==> config.mk <==
export PLATFORM = sky130hd
export DESIGN_NAME = dmem_arbiter
export DESIGN_NICKNAME = d
export VERILOG_FILES = /design/src/rtl/dmem_arbiter_pkg.sv /design/src/rtl/dmem_arbiter_starve_ctr.sv /design/src/rtl/dmem_arbiter.sv
export SDC_FILE = /design/constraint.sdc
export NUM_CORES = 1
export LEC_CHECK = 0
export CAP_MARGIN = 40
export CORE_MARGIN = 4
export CORE_UTILIZATION = 35
export CTS_CLUSTER_SIZE = 16
export DETAILED_ROUTE_END_ITERATION = 8
export MAX_ROUTING_LAYER = met4
export PLACE_DENSITY_LB_ADDON = 0.3
export SETUP_SLACK_MARGIN = 0.5
export SYNTH_ARGS = -nofsm -noshare
export SYNTH_HDL_FRONTEND = slang
export SYNTH_SLANG_ARGS = --single-unit
==> constraint.sdc <==
create_clock -name CLK -period 3 [get_ports CLK]
set_clock_uncertainty 0.2 [all_clocks]
set_input_delay 0.6 -clock CLK [delete_from_list [all_inputs] [get_ports CLK]]
set_output_delay 0.6 -clock CLK [all_outputs]
set_load 0.1 [all_outputs]
==> src/rtl/dmem_arbiter_pkg.sv <==
// Shared types and constants for the data-memory arbiter.
// The counter width helper keeps the starvation counter just wide enough for its limit.
package definitions;

    typedef enum logic {ARB_IDLE, ARB_LOCKED} arb_state_t;

    localparam int STARVE_MAX_DEFAULT = 4;

    function automatic int ctr_width(input int max_val);
        return (max_val < 2) ? 1 : $clog2(max_val + 1);
    endfunction

endpackage

==> src/rtl/dmem_arbiter_starve_ctr.sv <==
// Saturating counter of contested cycles the host has lost; cleared whenever the host is served.
module starve_ctr
    import definitions::*;
#(
    parameter int MAX = STARVE_MAX_DEFAULT,
    parameter int CW  = ctr_width(MAX)
) (
    input  logic CLK,
    input  logic reset_n,
    input  logic inc,
    input  logic clr,
    output logic at_max
);

    localparam logic [CW-1:0] MAX_C = CW'(MAX);

    logic [CW-1:0] cnt_q, cnt_d;

    // Clear wins over increment so a granted host never carries stale starvation.
    always_comb begin
        cnt_d = cnt_q;
        if (clr) begin
            cnt_d = '0;
        end else if (inc && (cnt_q != MAX_C)) begin
            cnt_d = cnt_q + CW'(1);
        end
    end

    always_ff @(posedge CLK or negedge reset_n) begin
        if (!reset_n) begin
            cnt_q <= '0;
        end else begin
            cnt_q <= cnt_d;
        end
    end

    assign at_max = (cnt_q == MAX_C);

endmodule

==> src/rtl/dmem_arbiter.sv <==
// Single-port data memory arbiter between the core load/store path and the host port.
// Core has priority, bounded by a starvation counter; the host may lock the memory for bursts.
module dmem_arbiter
    import definitions::*;
#(
    parameter int AW         = 8,
    parameter int DW         = 8,
    parameter int STARVE_MAX = STARVE_MAX_DEFAULT
) (
    input  logic          CLK,
    input  logic          reset_n,
    input  logic          core_req,
    input  logic          core_we,
    input  logic [AW-1:0] core_addr,
    input  logic [DW-1:0] core_wdata,
    output logic          core_gnt,
    output logic          core_stall,
    output logic [DW-1:0] core_rdata,
    output logic          core_rvalid,
    input  logic          host_req,
    input  logic          host_we,
    input  logic          host_lock,
    input  logic [AW-1:0] host_addr,
    input  logic [DW-1:0] host_wdata,
    output logic          host_gnt,
    output logic [DW-1:0] host_rdata,
    output logic          host_rvalid,
    output logic [AW-1:0] mem_addr,
    output logic [DW-1:0] mem_wdata,
    output logic          mem_we,
    input  logic [DW-1:0] mem_rdata
);

    arb_state_t state_q, state_d;
    logic       starve_max;
    logic       core_win, host_win;

    logic [DW-1:0] core_rdata_q, core_rdata_d;
    logic [DW-1:0] host_rdata_q, host_rdata_d;
    logic          core_rvalid_q, core_rvalid_d;
    logic          host_rvalid_q, host_rvalid_d;

    starve_ctr #(.MAX(STARVE_MAX)) u_starve (
        .CLK     (CLK),
        .reset_n (reset_n),
        .inc     (host_req && !host_win),
        .clr     (host_win),
        .at_max  (starve_max)
    );

    // Grants are gated by reset so every output reads zero while reset is held.
    always_comb begin
        core_win = 1'b0;
        host_win = 1'b0;
        if (reset_n) begin
            if (state_q == ARB_LOCKED) begin
                host_win = host_req;
            end else if (core_req && host_req) begin
                if (starve_max) begin
                    host_win = 1'b1;
                end else begin
                    core_win = 1'b1;
                end
            end else begin
                core_win = core_req;
                host_win = host_req;
            end
        end
    end

    always_comb begin
        state_d = state_q;
        case (state_q)
            ARB_IDLE:   if (host_win && host_lock) state_d = ARB_LOCKED;
            ARB_LOCKED: if (!host_lock)            state_d = ARB_IDLE;
            default:                               state_d = ARB_IDLE;
        endcase
    end

    always_comb begin
        mem_addr  = '0;
        mem_wdata = '0;
        mem_we    = 1'b0;
        if (core_win) begin
            mem_addr  = core_addr;
            mem_wdata = core_wdata;
            mem_we    = core_we;
        end else if (host_win) begin
            mem_addr  = host_addr;
            mem_wdata = host_wdata;
            mem_we    = host_we;
        end
    end

    // Read data lands in the winner's register; the other port keeps its last value.
    always_comb begin
        core_rdata_d  = core_rdata_q;
        host_rdata_d  = host_rdata_q;
        core_rvalid_d = core_win && !core_we;
        host_rvalid_d = host_win && !host_we;
        if (core_rvalid_d) core_rdata_d = mem_rdata;
        if (host_rvalid_d) host_rdata_d = mem_rdata;
    end

    always_ff @(posedge CLK or negedge reset_n) begin
        if (!reset_n) begin
            state_q       <= ARB_IDLE;
            core_rdata_q  <= '0;
            host_rdata_q  <= '0;
            core_rvalid_q <= 1'b0;
            host_rvalid_q <= 1'b0;
        end else begin
            state_q       <= state_d;
            core_rdata_q  <= core_rdata_d;
            host_rdata_q  <= host_rdata_d;
            core_rvalid_q <= core_rvalid_d;
            host_rvalid_q <= host_rvalid_d;
        end
    end

    assign core_gnt    = core_win;
    assign host_gnt    = host_win;
    assign core_stall  = reset_n && core_req && !core_win;
    assign core_rdata  = core_rdata_q;
    assign host_rdata  = host_rdata_q;
    assign core_rvalid = core_rvalid_q;
    assign host_rvalid = host_rvalid_q;

endmodule

==> impl_metrics.json <==
{
  "cts-htree-levels": 1,
  "hold_violations": 0,
  "synth_top_area_cell": "dfrtp_1",
  "final_common_cell": "clkdlybuf4s50_1",
  "fin_crit_sh": 0.8921,
  "ys_seq_area_frac": 0.5040,
  "synth_mux_area_frac": 0.1649,
  "synthToLayoutAreaGrowth_pct": 130.7,
  "setup_tns_ns": 0,
  "outcome": "completed",
  "crit_slowest_cell": "dfrtp_1",
  "fmax_ghz": 0.3736,
  "critical_path.max_fanout": 19,
  "syn_area_per_cell_um2": 13.00,
  "hold-worst-slack_ns": 0.2181,
  "core_mm2": 0.003028,
  "clk_pin_slew_ns": 0.10,
  "first_pass_iters": 4,
  "synth_top_area_share": 0.5040,
  "layout_min_cycle_time_ns": 2.676,
  "synth_cells": 84,
  "start_util": 0.3607,
  "num_vias": 1150,
  "critPathCaptureType": "primary output",
  "max_stage_delay_ns": 0.42,
  "p_per_area_mw_per_mm2": 811.9,
  "crit_path_start_kind": "flop",
  "cts_num_sinks": 22,
  "synthSimpleGateAreaFrac": 0.08820,
  "regArea_um2": 550.5,
  "required_ns": 2.20,
  "tightestPinTransition_ns": 0.5394,
  "crit_buf_inv": 3,
  "via_per_inst": 5.022,
  "place_ws_ns": 0.1346,
  "synth_top_family_by_area": "compound AO/OA/AOI/OAI gates",
  "final_antenna_net_count": 0,
  "synth_fa_ha_area_frac": 0.02291,
  "die_area_mm2": 0.004079,
  "synth_fp_nets": 133,
  "cp_top_family": "buffers and inverters",
  "die_x_um": 63.87,
  "grt_util_all_layers": 0.2312,
  "synth.area.top_cells": "dfrtp_1, mux2_2, a22o_1, ha_1, nor4b_4",
  "drive_gt1_frac": 0.5568,
  "crit_top_cell": "buf_12",
  "grt_pass1_wl_um": 7100,
  "place.gp.congestion": 0.7682,
  "fp.dieH_um": 63.87,
  "post-route-drc-count": 0,
  "hold_path_class": "in -> async",
  "n_antenna_cell": 0,
  "cp_cell_sequence": "inv_2, ha_4, nand3_2, nor3b_4, buf_12, a22o_2, buf_12",
  "setup_slack_ns": 0.3237,
  "finalMaxSlewViolations": 0,
  "wl_per_cell_um": 18.97,
  "nets": 235,
  "synth-xor-area-share": 0,
  "placed_area_mm2": 0.002320,
  "setup_viol": 0,
  "most-common-layout-cells": "clkdlybuf4s50_1, buf_4, dfrtp_1, buf_12, mux2_2",
  "grt_setup_unrepaired": "true",
  "final_area_mm2": 0.002520,
  "drv_cap": 0,
  "grt_pass1_vias": 1312,
  "synth-compound-area-share": 0.1936,
  "grt_antenna_before_repair": 0,
  "hold_buffers": 0,
  "cts_tree": "built",
  "floorplan.rows": 20,
  "slew_headroom": 0.6392,
  "critPathKind": "reg -> out",
  "numCtsBuffers": 3,
  "synth_area_mm2": 0.001092,
  "multi_input_area_um2": 664.4,
  "root_buffer": "clkbuf_4",
  "ys_warn_count": 0,
  "fillCellCount": 167,
  "peakVddDrop_v": 0.0007554,
  "grt_overflow_total": 0,
  "port_buffers": 84,
  "cts_buffer_depth": 2,
  "power.leakage_uw": 0.001120,
  "ys_seq_elements": 22,
  "yosys.cell_types.count": 21,
  "grt_max_degree": 20,
  "drt_iter0_markers": 36,
  "hpwl_um": 3081,
  "clk_latency_ns": 0.30,
  "pin_count": 85,
  "arrival_ns": 1.88,
  "totalWireLength_um": 4344
}
==> cell type report <==
| type | count | share of cell area |
|---|---|---|
| timing repair buffer | 100 | 0.4707 |
| multi-input combinational | 56 | 0.2637 |
| clock buffer | 3 | 0.008937 |
| clock inverter | 1 | 0.01192 |
| tap | 44 | 0.02185 |
| sequential | 22 | 0.2185 |
| inverter | 3 | 0.004469 |
==> cell families after synthesis <==
kind of cell / Yosys count
AOI/OAI and AO/OA: 25
adders and majority gates: 2
buffers and inverters: 6
muxes: 16
DFF: 22
and+or+nand+nor: 13
==> worst paths after layout <==
path                                   startpoint                end  slack [ns]  depth (start not counted)
min in group CLK                    host_rdata[0]      host_rdata[0]        0.32                          1
worst min-delay path                      reset_n  u_starve.cnt_q[1]        0.22                          2
worst max register to register            state_q      host_rdata[1]        0.97                          4
worst min register to register      host_rdata[0]      host_rdata[0]        0.32                          1
max in group asynchronous                 reset_n      host_rdata[0]        2.11                          2
worst max-delay path            u_starve.cnt_q[0]             mem_we        0.32                          7
==> stage by stage <==
step,utilization,instances,power (uW)
after floorplan,-,84,1363
after global placement,0.7661,216,1717
after detailed placement,0.7661,216,1748
after CTS,0.8322,229,2039
after global routing,0.8322,229,2121
final,0.8322,229,2046
==> registers in the layout, summed over array words and instances, names as in the netlist <==
| register | flops |
|---|---|
| host_rvalid | 1 |
| host_rdata | 8 |
| core_rdata | 8 |
| core_rvalid | 1 |
| u_starve.cnt_q | 3 |
| state_q | 1 |
==> power by group <==
part           switching (uW)  internal, uW
clock                    82.9           135
sequential               60.7           385
combinational             948           434
==> metal layers <==
layer,share of wire,GRT usage,vias up
met5,0,-,-
met4,0.0062,0.05391,0
met3,0.057,0.03866,4
met2,0.53,0.4142,63
met1,0.41,0.2684,561
li1,-,-,522
==> Yosys cell counts <==
| cell type | count |
|---|---|
| nor3b_2 | 1 |
| buf_4 | 1 |
| nor4b_4 | 1 |
| nand3_1 | 1 |
| dfrtp_1 | 22 |
| a21oi_1 | 2 |
| ha_1 | 2 |
| nor2_1 | 1 |
| a211oi_4 | 1 |
| o21a_1 | 1 |
| nor2b_2 | 1 |
| nand2_1 | 5 |
| and4b_1 | 1 |
| and3b_1 | 1 |
| inv_1 | 3 |
| mux2_2 | 16 |
| o21ai_0 | 2 |
| a22o_1 | 17 |
| o31ai_1 | 2 |
| buf_2 | 2 |
| nor3_1 | 1 |
==> what timing repair did <==
item	in CTS	in global routing
setup endpoints to repair	20	20
setup buffers	7	0
pin swaps	1	1
resized for setup	13	0
cloned	2	0
Power figures use the tool's default switching activity.
